--- config.mk ---
export PLATFORM = sky130hd
export DESIGN_NAME = key_debounce
export DESIGN_NICKNAME = d
export VERILOG_FILES = /design/src/rtl/key_debounce.sv
export SDC_FILE = /design/constraint.sdc
export NUM_CORES = 1
export LEC_CHECK = 0
export BUFFER_PORTS_ARGS = -buffer_cell sky130_fd_sc_hd__buf_2
export CORE_MARGIN = 5
export CORE_UTILIZATION = 59
export CTS_CLUSTER_DIAMETER = 100
export CTS_CLUSTER_SIZE = 20
export DETAILED_ROUTE_END_ITERATION = 12
export PLACE_DENSITY = 0.77
export SLEW_MARGIN = 20
export SYNTH_ARGS = -nofsm -noshare
export SYNTH_HDL_FRONTEND = slang
export SYNTH_SLANG_ARGS = --single-unit
export TNS_END_PERCENT = 30
--- constraint.sdc ---
create_clock -name sclk -period 2.7 [get_ports sclk]
set_input_delay 0.27 -clock sclk [delete_from_list [all_inputs] [get_ports sclk]]
set_output_delay 0.27 -clock sclk [all_outputs]
set_load 0.02 [all_outputs]
--- src/rtl/key_debounce.sv ---
// Push-button debouncer: 2-FF synchroniser, IDLE/P_FILT/DOWN/R_FILT filter FSM, registered events.
// Optional long-press pulse when KEY_LONG_PRESS_EN is defined; otherwise key_long is tied low.
module key_debounce #(
  parameter int unsigned FILTER_CNT = 1000000,
  parameter bit          KEY_ACTIVE = 1'b0,
  parameter int unsigned LONG_CNT   = 50000000
) (
  input  logic sclk,
  input  logic rst,
  input  logic key_in,
  output logic key_state,
  output logic key_press,
  output logic key_release,
  output logic key_long
);

  localparam int unsigned CntW = ($clog2(FILTER_CNT) > 1) ? $clog2(FILTER_CNT) : 1;
  localparam logic [CntW-1:0] CntLast = CntW'(FILTER_CNT - 1);

  typedef enum logic [1:0] {StIdle, StPFilt, StDown, StRFilt} state_e;

  logic      sync1_q, sync2_q;
  logic      key_act;
  state_e    state_q, state_d;
  logic [CntW-1:0] cnt_q, cnt_d;
  logic      press_d, release_d;

  // Synchroniser resets to the released level so reset release never looks like a press.
  always_ff @(posedge sclk or posedge rst) begin
    if (rst) begin
      sync1_q <= ~KEY_ACTIVE;
      sync2_q <= ~KEY_ACTIVE;
    end else begin
      sync1_q <= key_in;
      sync2_q <= sync1_q;
    end
  end

  assign key_act = (sync2_q == KEY_ACTIVE);

  always_comb begin
    state_d   = state_q;
    cnt_d     = cnt_q;
    press_d   = 1'b0;
    release_d = 1'b0;
    unique case (state_q)
      StIdle: begin
        if (key_act) begin
          state_d = StPFilt;
          cnt_d   = '0;
        end
      end
      StPFilt: begin
        if (!key_act) begin
          state_d = StIdle;
          cnt_d   = '0;
        end else if (cnt_q == CntLast) begin
          state_d = StDown;
          cnt_d   = '0;
          press_d = 1'b1;
        end else begin
          cnt_d = cnt_q + 1'b1;
        end
      end
      StDown: begin
        if (!key_act) begin
          state_d = StRFilt;
          cnt_d   = '0;
        end
      end
      StRFilt: begin
        if (key_act) begin
          state_d = StDown;
          cnt_d   = '0;
        end else if (cnt_q == CntLast) begin
          state_d   = StIdle;
          cnt_d     = '0;
          release_d = 1'b1;
        end else begin
          cnt_d = cnt_q + 1'b1;
        end
      end
      default: begin
        state_d = StIdle;
        cnt_d   = '0;
      end
    endcase
  end

  always_ff @(posedge sclk or posedge rst) begin
    if (rst) begin
      state_q     <= StIdle;
      cnt_q       <= '0;
      key_state   <= 1'b0;
      key_press   <= 1'b0;
      key_release <= 1'b0;
    end else begin
      state_q     <= state_d;
      cnt_q       <= cnt_d;
      key_state   <= (state_d == StDown) || (state_d == StRFilt);
      key_press   <= press_d;
      key_release <= release_d;
    end
  end

`ifdef KEY_LONG_PRESS_EN
  localparam int unsigned LongW = ($clog2(LONG_CNT) > 1) ? $clog2(LONG_CNT) : 1;
  localparam logic [LongW-1:0] LongLast = LongW'(LONG_CNT - 1);

  logic [LongW-1:0] lcnt_q, lcnt_d;
  logic             fired_q, fired_d;
  logic             long_d;

  // Counter saturates at LongLast; fired_q keeps it to one pulse per press, even across R_FILT.
  always_comb begin
    lcnt_d  = lcnt_q;
    fired_d = fired_q;
    long_d  = 1'b0;
    unique case (state_q)
      StIdle, StPFilt: begin
        lcnt_d  = '0;
        fired_d = 1'b0;
      end
      StDown: begin
        if (lcnt_q != LongLast) begin
          lcnt_d = lcnt_q + 1'b1;
        end else if (!fired_q) begin
          long_d  = 1'b1;
          fired_d = 1'b1;
        end
      end
      default: ;
    endcase
  end

  always_ff @(posedge sclk or posedge rst) begin
    if (rst) begin
      lcnt_q   <= '0;
      fired_q  <= 1'b0;
      key_long <= 1'b0;
    end else begin
      lcnt_q   <= lcnt_d;
      fired_q  <= fired_d;
      key_long <= long_d;
    end
  end
`else
  logic unused_long_cnt;
  assign unused_long_cnt = ^LONG_CNT;
  assign key_long = 1'b0;
`endif

endmodule

## Yosys cells after proc, flatten, opt, wreduce, memory -nomap -nowiden

Cells that the tools add are included.

- Flip-flop bits (word level): 27
- Word-level logic and storage cells: 37

- Add/subtract/negate cells: 1
- Equal/unequal tests: 8
- Mux-type cells: 18
- Reduce and logical (&&, ||, !) cells: 3

Operators by type and width:

| operator | count |
|---|---|
| $mux 20 | 5 |
| $pmux 20 s4 | 1 |
| $add 20x1->20 const B | 1 |
| $eq 20x20->1 const B | 1 |
| $mux 2 | 6 |
| $eq 2x2->1 const B | 4 |
| $pmux 2 s4 | 1 |
| $mux 1 | 5 |
| $ne 2x2->1 const B | 2 |
| $eq 2x1->1 const B | 1 |
| $logic_not 2->1 | 1 |
| $reduce_and 2->1 | 1 |
| $logic_or 1x1->1 | 1 |

## Depth between registers and ports, before layout

Gate-level depths: netlist of the first run.

- Depth after elaboration: 6
- Gate-level depth with buffers: 7
- Depth with buffers taken out: 6

## Worst setup path before layout of the first run

No wires, ideal clock.

- Path kind: register -> register
- From: register cnt_q[0]
- To: register cnt_q[10]
- Library setup time: 119 ps
- Arrival time: 1836 ps
- Path slack: 745 ps
- Cell stages (with the launch flop): 8
- Buffers on the path: 1
- Clock period less this slack: 1955 ps
- Cells stage by stage: dfrtp_1 > ha_1 > and3_1 > nand3_1 > o41ai_4 > and2_4 > buf_6 > nor2_1

- Longest elaborated chain between the ends: 4

Ends and longest elaborated chain:

| item | line | source |
|---|---|---|
| start: declaration | 25 | `logic [CntW-1:0] cnt_q, cnt_d;` |
| start signal: assignment | 99 | `cnt_q <= cnt_d;` |
| $add 20x1->20 / $eq 20x20->1 (equally long branches) | -- |  |
| $mux 20 * | 57, 75 |  |
| $mux 20, on equally long branches | 72, 54 |  |
| $pmux 20 s4 * | 46 | `unique case (state_q)` |

Mark *: on every way between the ends. The rest lies on a longest branch, timed or not.
A chain may end at the register's enable or synchronous reset.

## Worst setup path in the final report of the first run

- From: register cnt_q[0]
- To: register cnt_q[12]

The elaborated chain is that of the path after synthesis.

==> qor.csv, run 1 <==
stage;metric;value;unit
power;leakage;0.000602;uW
logic_synthesis;number of flops mapped to enable cells by yosys;0;
clock_tree;worst skew pair latency;0.32;ns
power;Gate power share;0.056;
timing;clk_skew;0.00337;ns
final_layout;Finished Cell Area;1410;sq um
placement;DP Wirelength;1.73;mm
final_layout;diode count;0;
power;VDD IR max;0.000332;V
logic_synthesis;Yosys reg bits;27;
placement;gpl congestion;0.853;
clock_tree;clock tree root driver cell;clkbuf_4;
timing;max frequency;456;MHz
logic_synthesis;register area share after synthesis;0.507;
clock_tree;Clock Tree Buf Depth;2;
worst_setup_path;critical path required time;2.92;ns
detailed_routing;routed vias;997;
logic_synthesis;yosys warns;0;
clock_tree;CTS tree;yes;
clock_tree;Resized cells post-CTS;0;
worst_setup_path;Startpoint Class;flop;
worst_setup_path;worst-path fanout max;12;
clock_tree;H-tree Lvls;1;
logic_synthesis;post-synth top area share;0.468;
power;PwrDens;440;nW/um^2
timing;final worst slack;0.509;ns
power;Switching Fraction;0.228;
logic_synthesis;cell count after synthesis;136;
grt;GRT overflow;0;
timing;Min Hold Slack;-0.0256;ns
floorplanning;Core ar.;2190;sq um
worst_setup_path;Critical Path Sink Type;flop;
timing;period utilization;0.811;
timing;TNS Setup;0;ns
floorplanning;die area;3320;sq um
floorplanning;Die Span X;57.6;um
logic_synthesis;Post-synth top flop;dfrtp_1;
floorplanning;Starting Density;0.611;
grt;first-pass GRT wire length;4.31;mm
timing;RSZ-0062 raised after global routing;false;
timing;relative slew slack;0.608;
clock_tree;Num CTS Buffers;3;
timing;hold violation total from the final report;25;
timing;Slew @ Worst Pin;0.584;ns
logic_synthesis;Mean Syn Cell Area;9.83;sq um
floorplanning;Die Height;57.6;um
placement;post-placement setup slack;0.550;ns
power;clock share of power;0.275;
grt;GRT busiest layer;met2;
worst_setup_path;critical path class;flop to flop;
final_layout;share of layout cells above drive strength 1;0.119;
clock_tree;CTS Sinks;27;
logic_synthesis;top post-synthesis cells by area;dfrtp_1, xnor2_1, nor2_1;
final_layout;area grow syn2layout;5.33;%
worst_setup_path;CP arrival;2.41;ns
logic_synthesis;Yosys top cell by area;dfrtp_1;
floorplanning;# rows;17;
timing;minimum clock period;2.19;ns
run_status;status;finished with violations;
logic_synthesis;Cell variety after synth;34;
detailed_routing;drt via density;5.83;
grt;vias in the first global route;948;
clock_tree;Reg clk slew, reported paths;0.13;ns
detailed_routing;Routed Wire Length;2.37;mm
clock_tree;cts-stage hold buffer count;0;
grt;largest net degree at the start of global routing;28;
grt;initial antenna violation count;0;
grt;met2 Use GR;0.274;
final_layout;most common cell after layout, fill and taps aside;dfrtp_1;
final_layout;most frequent cells in the layout;dfrtp_1, nor2_1, xnor2_1, nand2_1, nand3_1;
floorplanning;Boundary Pins;7;
final_layout;# nets final;148;
run_status;failing checks;negative hold slack;
timing;Final Max Tran Viols;0;
placement;Placed Area;1380;sq um
run;maxcap violations;0;
detailed_routing;drt drc;0;
grt;GR Util met1;0.223;
detailed_routing;DR iter-0 viols;27;
logic_synthesis;syn_nets;140;
logic_synthesis;Async SR Flop Fraction;1.00;
timing;Final setup viols;0;
detailed_routing;Wirelength per Cell;13.8;um
power;part of the power in registers;0.670;
grt;Global Route Usage Sum;0.167;
power;internal power;479;uW
detailed_routing;ANT nets after route;0;
power;Psw;141;uW
logic_synthesis;Synth Cell Area;1340;sq um
placement;I/O Buffers;5;
clock_tree;post-CTS setup buffer count;0;
min_path;Tightest Hold Check Type;primary input to async pin;
grt;GR Layer Usage met3;0.0267;
detailed_routing;drt first pass iters;4;
registers in the layout, indices dropped and copies added (netlist names):
| register | cells |
|---|---|
| key_release | 1 |
| key_press | 1 |
| key_state | 1 |
| sync2_q | 1 |
| sync1_q | 1 |
| cnt_q | 20 |
| state_q | 2 |
path summary, 6_finish.rpt:
path                               start        end  slack (ns)  cells past startpoint
worst min-delay path                 rst   cnt_q[2]       -0.03                      2
min in group sclk                 key_in    sync1_q        0.03                      1
max in group asynchronous            rst    sync2_q        2.36                      2
worst min register to register   sync1_q    sync2_q        0.37                      0
worst max-delay path            cnt_q[0]  cnt_q[12]        0.51                      6
worst max register to register  cnt_q[0]  cnt_q[12]        0.51                      6
worst max-delay path, cell delays in order, from the launching register on:
cell and delay [ns]:
dfrtp_1 0.42, ha_1 0.19, and3_1 0.23, nand3_1 0.24
o41ai_4 0.61, and2_4 0.32, nor2_1 0.08
power groups by stage:
stage	Sequential (uW)	Combinational [uW]	Clock [uW]
6_report	415	34.5	170
5_1_grt	417	40.6	199
4_1_cts	415	35.4	173
3_5_place_dp	423	35.1	0
3_3_place_gp	422	34.2	0
2_1_floorplan	422	30.0	0
area by class of cell:
cell class                 instances  area [sq um]
fill                             181           782
sequential                        27           678
multi-input combinational        101           618
tap                               28          35.0
timing repair buffer               6          32.5
clock buffer                       4          26.3
inverter                           5          18.8
synth_stat cells (2+ instances only):
| cell type | count |
|---|---|
| a21o_1 | 3 |
| a21oi_1 | 2 |
| and2_1 | 2 |
| and3_1 | 3 |
| and4_1 | 2 |
| dfrtp_1 | 25 |
| dfstp_2 | 2 |
| inv_1 | 5 |
| mux2i_1 | 2 |
| nand2_1 | 13 |
| nand2b_1 | 2 |
| nand3_1 | 8 |
| nand4_1 | 2 |
| nor2_1 | 16 |
| nor3_1 | 6 |
| nor4_1 | 6 |
| o21ai_0 | 7 |
| or2_2 | 2 |
| xnor2_1 | 13 |
cells by family (layout without fill, tap and decap cells):
family,Yosys count,count (layout),share of synthesized area
AO/OA/AOI/OAI,17,17,0.0907
other,1,1,0.00280
buffers and inverters,8,15,0.0309
multiplexers,2,2,0.0150
flip-flops,27,27,0.507
XOR/XNOR,13,13,0.0851
adder cells (fa/ha/maj),1,1,0.00935
AND/OR/NAND/NOR,67,67,0.259
per-layer routing:
metal  wire [um]  share of wire
met3          78          0.033
met1        1120           0.47
met5           0              0
met4          43          0.018
met2        1120           0.48
per-stage QoR:
stage	util	std cells	total power, uW
after floorplan	-	136	452
after global placement	0.631	167	457
after detailed placement	0.631	167	458
after CTS	0.643	171	624
after global routing	0.643	171	657
final	0.643	171	620
(Power assumes the default switching activity.)
==> run 2: changes to the inputs <==
CORE_UTILIZATION = 53   (was 59)
PLACE_DENSITY = 0.73   (was 0.77)
clock period = 1.8 ns   (was 2.7 ns; I/O delays follow)
==> run 2 against run 1 <==
Net effect: the flow finishes with violations (negative setup slack); combinational power up 130%; sequential power up 50%; total power up 55%; maximum frequency up 14%; cell area up 19%; die area up 9.3%; clock power up 56%; critical path depth unchanged; final cell count up 16%; count of clock-buffer cells in the layout down 1.
==> qor.csv, run 2 (same netlist as run 1, synthesis figures left out) <==
stage;metric;value;unit
clock_tree;Reg clk slew, reported paths;0.14;ns
final_layout;share of layout cells above drive strength 1;0.331;
final_layout;top flop regs;cnt_q: 20 flops, state_q: 2 flops;
placement;Placed Area;1540;sq um
detailed_routing;drt first pass iters;4;
final_layout;Biggest register;cnt_q;
final_layout;# nets final;174;
placement;DP Wirelength;1.95;mm
worst_setup_path;worst-path fanout max;6;
floorplanning;Die Height;60.2;um
final_layout;Finished Cell Area;1670;sq um
detailed_routing;drt drc;0;
grt;vias in the first global route;1073;
floorplanning;Starting Density;0.545;
final_layout;diode count;0;
grt;GRT overflow;0;
power;PwrDens;576;nW/um^2
worst_setup_path;CP arrival;2.15;ns
timing;hold violation total from the final report;0;
worst_setup_path;worst r2r path cells;6;
placement;gpl congestion;0.827;
power;leakage;0.000730;uW
detailed_routing;routed vias;1086;
grt;Global Route Usage Sum;0.181;
floorplanning;# rows;18;
run;maxcap violations;0;
detailed_routing;DR iter-0 viols;40;
timing;minimum clock period;1.92;ns
detailed_routing;Wirelength per Cell;14.4;um
floorplanning;Die Span X;60.2;um
grt;largest net degree at the start of global routing;28;
grt;met2 Use GR;0.292;
final_layout;Reg area;678;sq um
final_layout;footprint of the multi-input gates;686;sq um
placement;I/O Buffers;5;
clock_tree;CTS Sinks;27;
timing;RSZ-0062 raised after global routing;true;
final_layout;area grow syn2layout;25.1;%
timing;final worst slack;-0.115;ns
worst_setup_path;worst r2r dst;cnt_q[2];
final_layout;post-layout util;0.681;
clock_tree;worst skew pair latency;0.33;ns
floorplanning;Boundary Pins;7;
final_layout;fillers;194;
clock_tree;H-tree Lvls;1;
detailed_routing;Routed Wire Length;2.87;mm
grt;initial antenna violation count;0;
clock_tree;clock tree root driver cell;clkbuf_4;
run_status;failing checks;negative setup slack;
run_status;status;finished with violations;
grt;first-pass GRT wire length;4.95;mm
grt;GRT busiest layer;met2;
worst_setup_path;Critical Path Sink Type;flop;
floorplanning;die area;3630;sq um
clock_tree;CTS tree;yes;
min_path;Hold EP;sync2_q;
grt;GR Util met1;0.249;
final_layout;most frequent cells in the layout;dfrtp_1, buf_4, xnor2_1, nand2_1, nor2_1;
timing;clk_skew;0.000933;ns
final_layout;max reg flops;20;
min_path;Hold Path Depth;0;
grt;GR Layer Usage met3;0.0238;
worst_setup_path;critical path required time;2.04;ns
detailed_routing;drt via density;5.46;
min_path;hold wc startpoint;sync1_q;
timing;period utilization;1.06;
clock_tree;Clock Tree Buf Depth;2;
worst_setup_path;Startpoint Class;flop;
floorplanning;Core ar.;2450;sq um
worst_setup_path;critical path class;flop to flop;
timing;Final Max Tran Viols;0;
detailed_routing;ANT nets after route;0;
clock_tree;Num CTS Buffers;3;
worst_setup_path;r2r startpoint;cnt_q[13];
min_path;Tightest Hold Check Type;flop to flop;
worst_setup_path;reg-to-reg slack, setup;-0.12;ns
power;VDD IR max;0.000456;V
timing;max frequency;522;MHz
final_layout;most common cell after layout, fill and taps aside;dfrtp_1;
timing;Final setup viols;18;
==> run 2: worst max-delay path, stage by stage (launching register included) <==
cell and delay, ns:
dfrtp_1 0.41, nor4_2 0.31, nand3_1 0.20, o41ai_4 0.51
buf_4 0.20, nor4b_1 0.05, a21o_1 0.15
==> run 2: per-layer routing <==
metal,up-vias,wire length [um]
met5,-,0
li1,538,-
met4,0,58
met3,6,96
met1,521,1350
met2,21,1360
==> run 2: worst max-delay path by stage <==
stage                   start        end  slack (ns)  cells past startpoint
finish              cnt_q[13]   cnt_q[2]       -0.12                      6
global route         cnt_q[7]   cnt_q[2]       -0.19                      6
CTS                  cnt_q[8]   cnt_q[2]       -0.06                      6
detailed placement   cnt_q[0]   cnt_q[8]       -0.08                      7
global placement    cnt_q[10]   cnt_q[9]       -0.04                      5
floorplan           cnt_q[10]  cnt_q[18]       -0.15                      6
==> run 2: report_power, final <==
part / total (uW) / leakage [uW] / internal (uW) / switching [uW]
registers: 621 / 0.000367 / 616 / 5.69
clock network: 265 / 0.0000177 / 83.5 / 181
logic: 78.1 / 0.000346 / 31.1 / 47.0
==> run 2: final cells by class <==
class | instances | area share
clock buffer | 3 | 0.0135
multi-input combinational | 102 | 0.410
sequential | 27 | 0.405
timing repair buffer | 31 | 0.135
clock inverter | 1 | 0.00299
tap | 30 | 0.0224
inverter | 5 | 0.0112
==> run 2: timing repair <==
action                                  4_1_cts  5_1_grt
pin swaps                                     7        8
buffers inserted                              1        1
resized for setup                             5       11
endpoints found under the setup margin       15       23
hold buffers                                  2        0
endpoints found under the hold margin        26        0
gates cloned                                  1        0
==> run 2: stage by stage <==
step	hold WS (ns)	setup slack [ns]	std cells	setup TNS, ns	power (uW)
2_1_floorplan	0.184	-0.154	136	-1.69	678
3_3_place_gp	0.249	-0.0438	190	-0.571	698
3_5_place_dp	0.257	-0.0778	190	-0.970	700
4_1_cts	0.369	-0.0573	198	-0.478	970
5_1_grt	0.379	-0.189	199	-2.55	1010
6_report	0.368	-0.115	199	-1.14	964
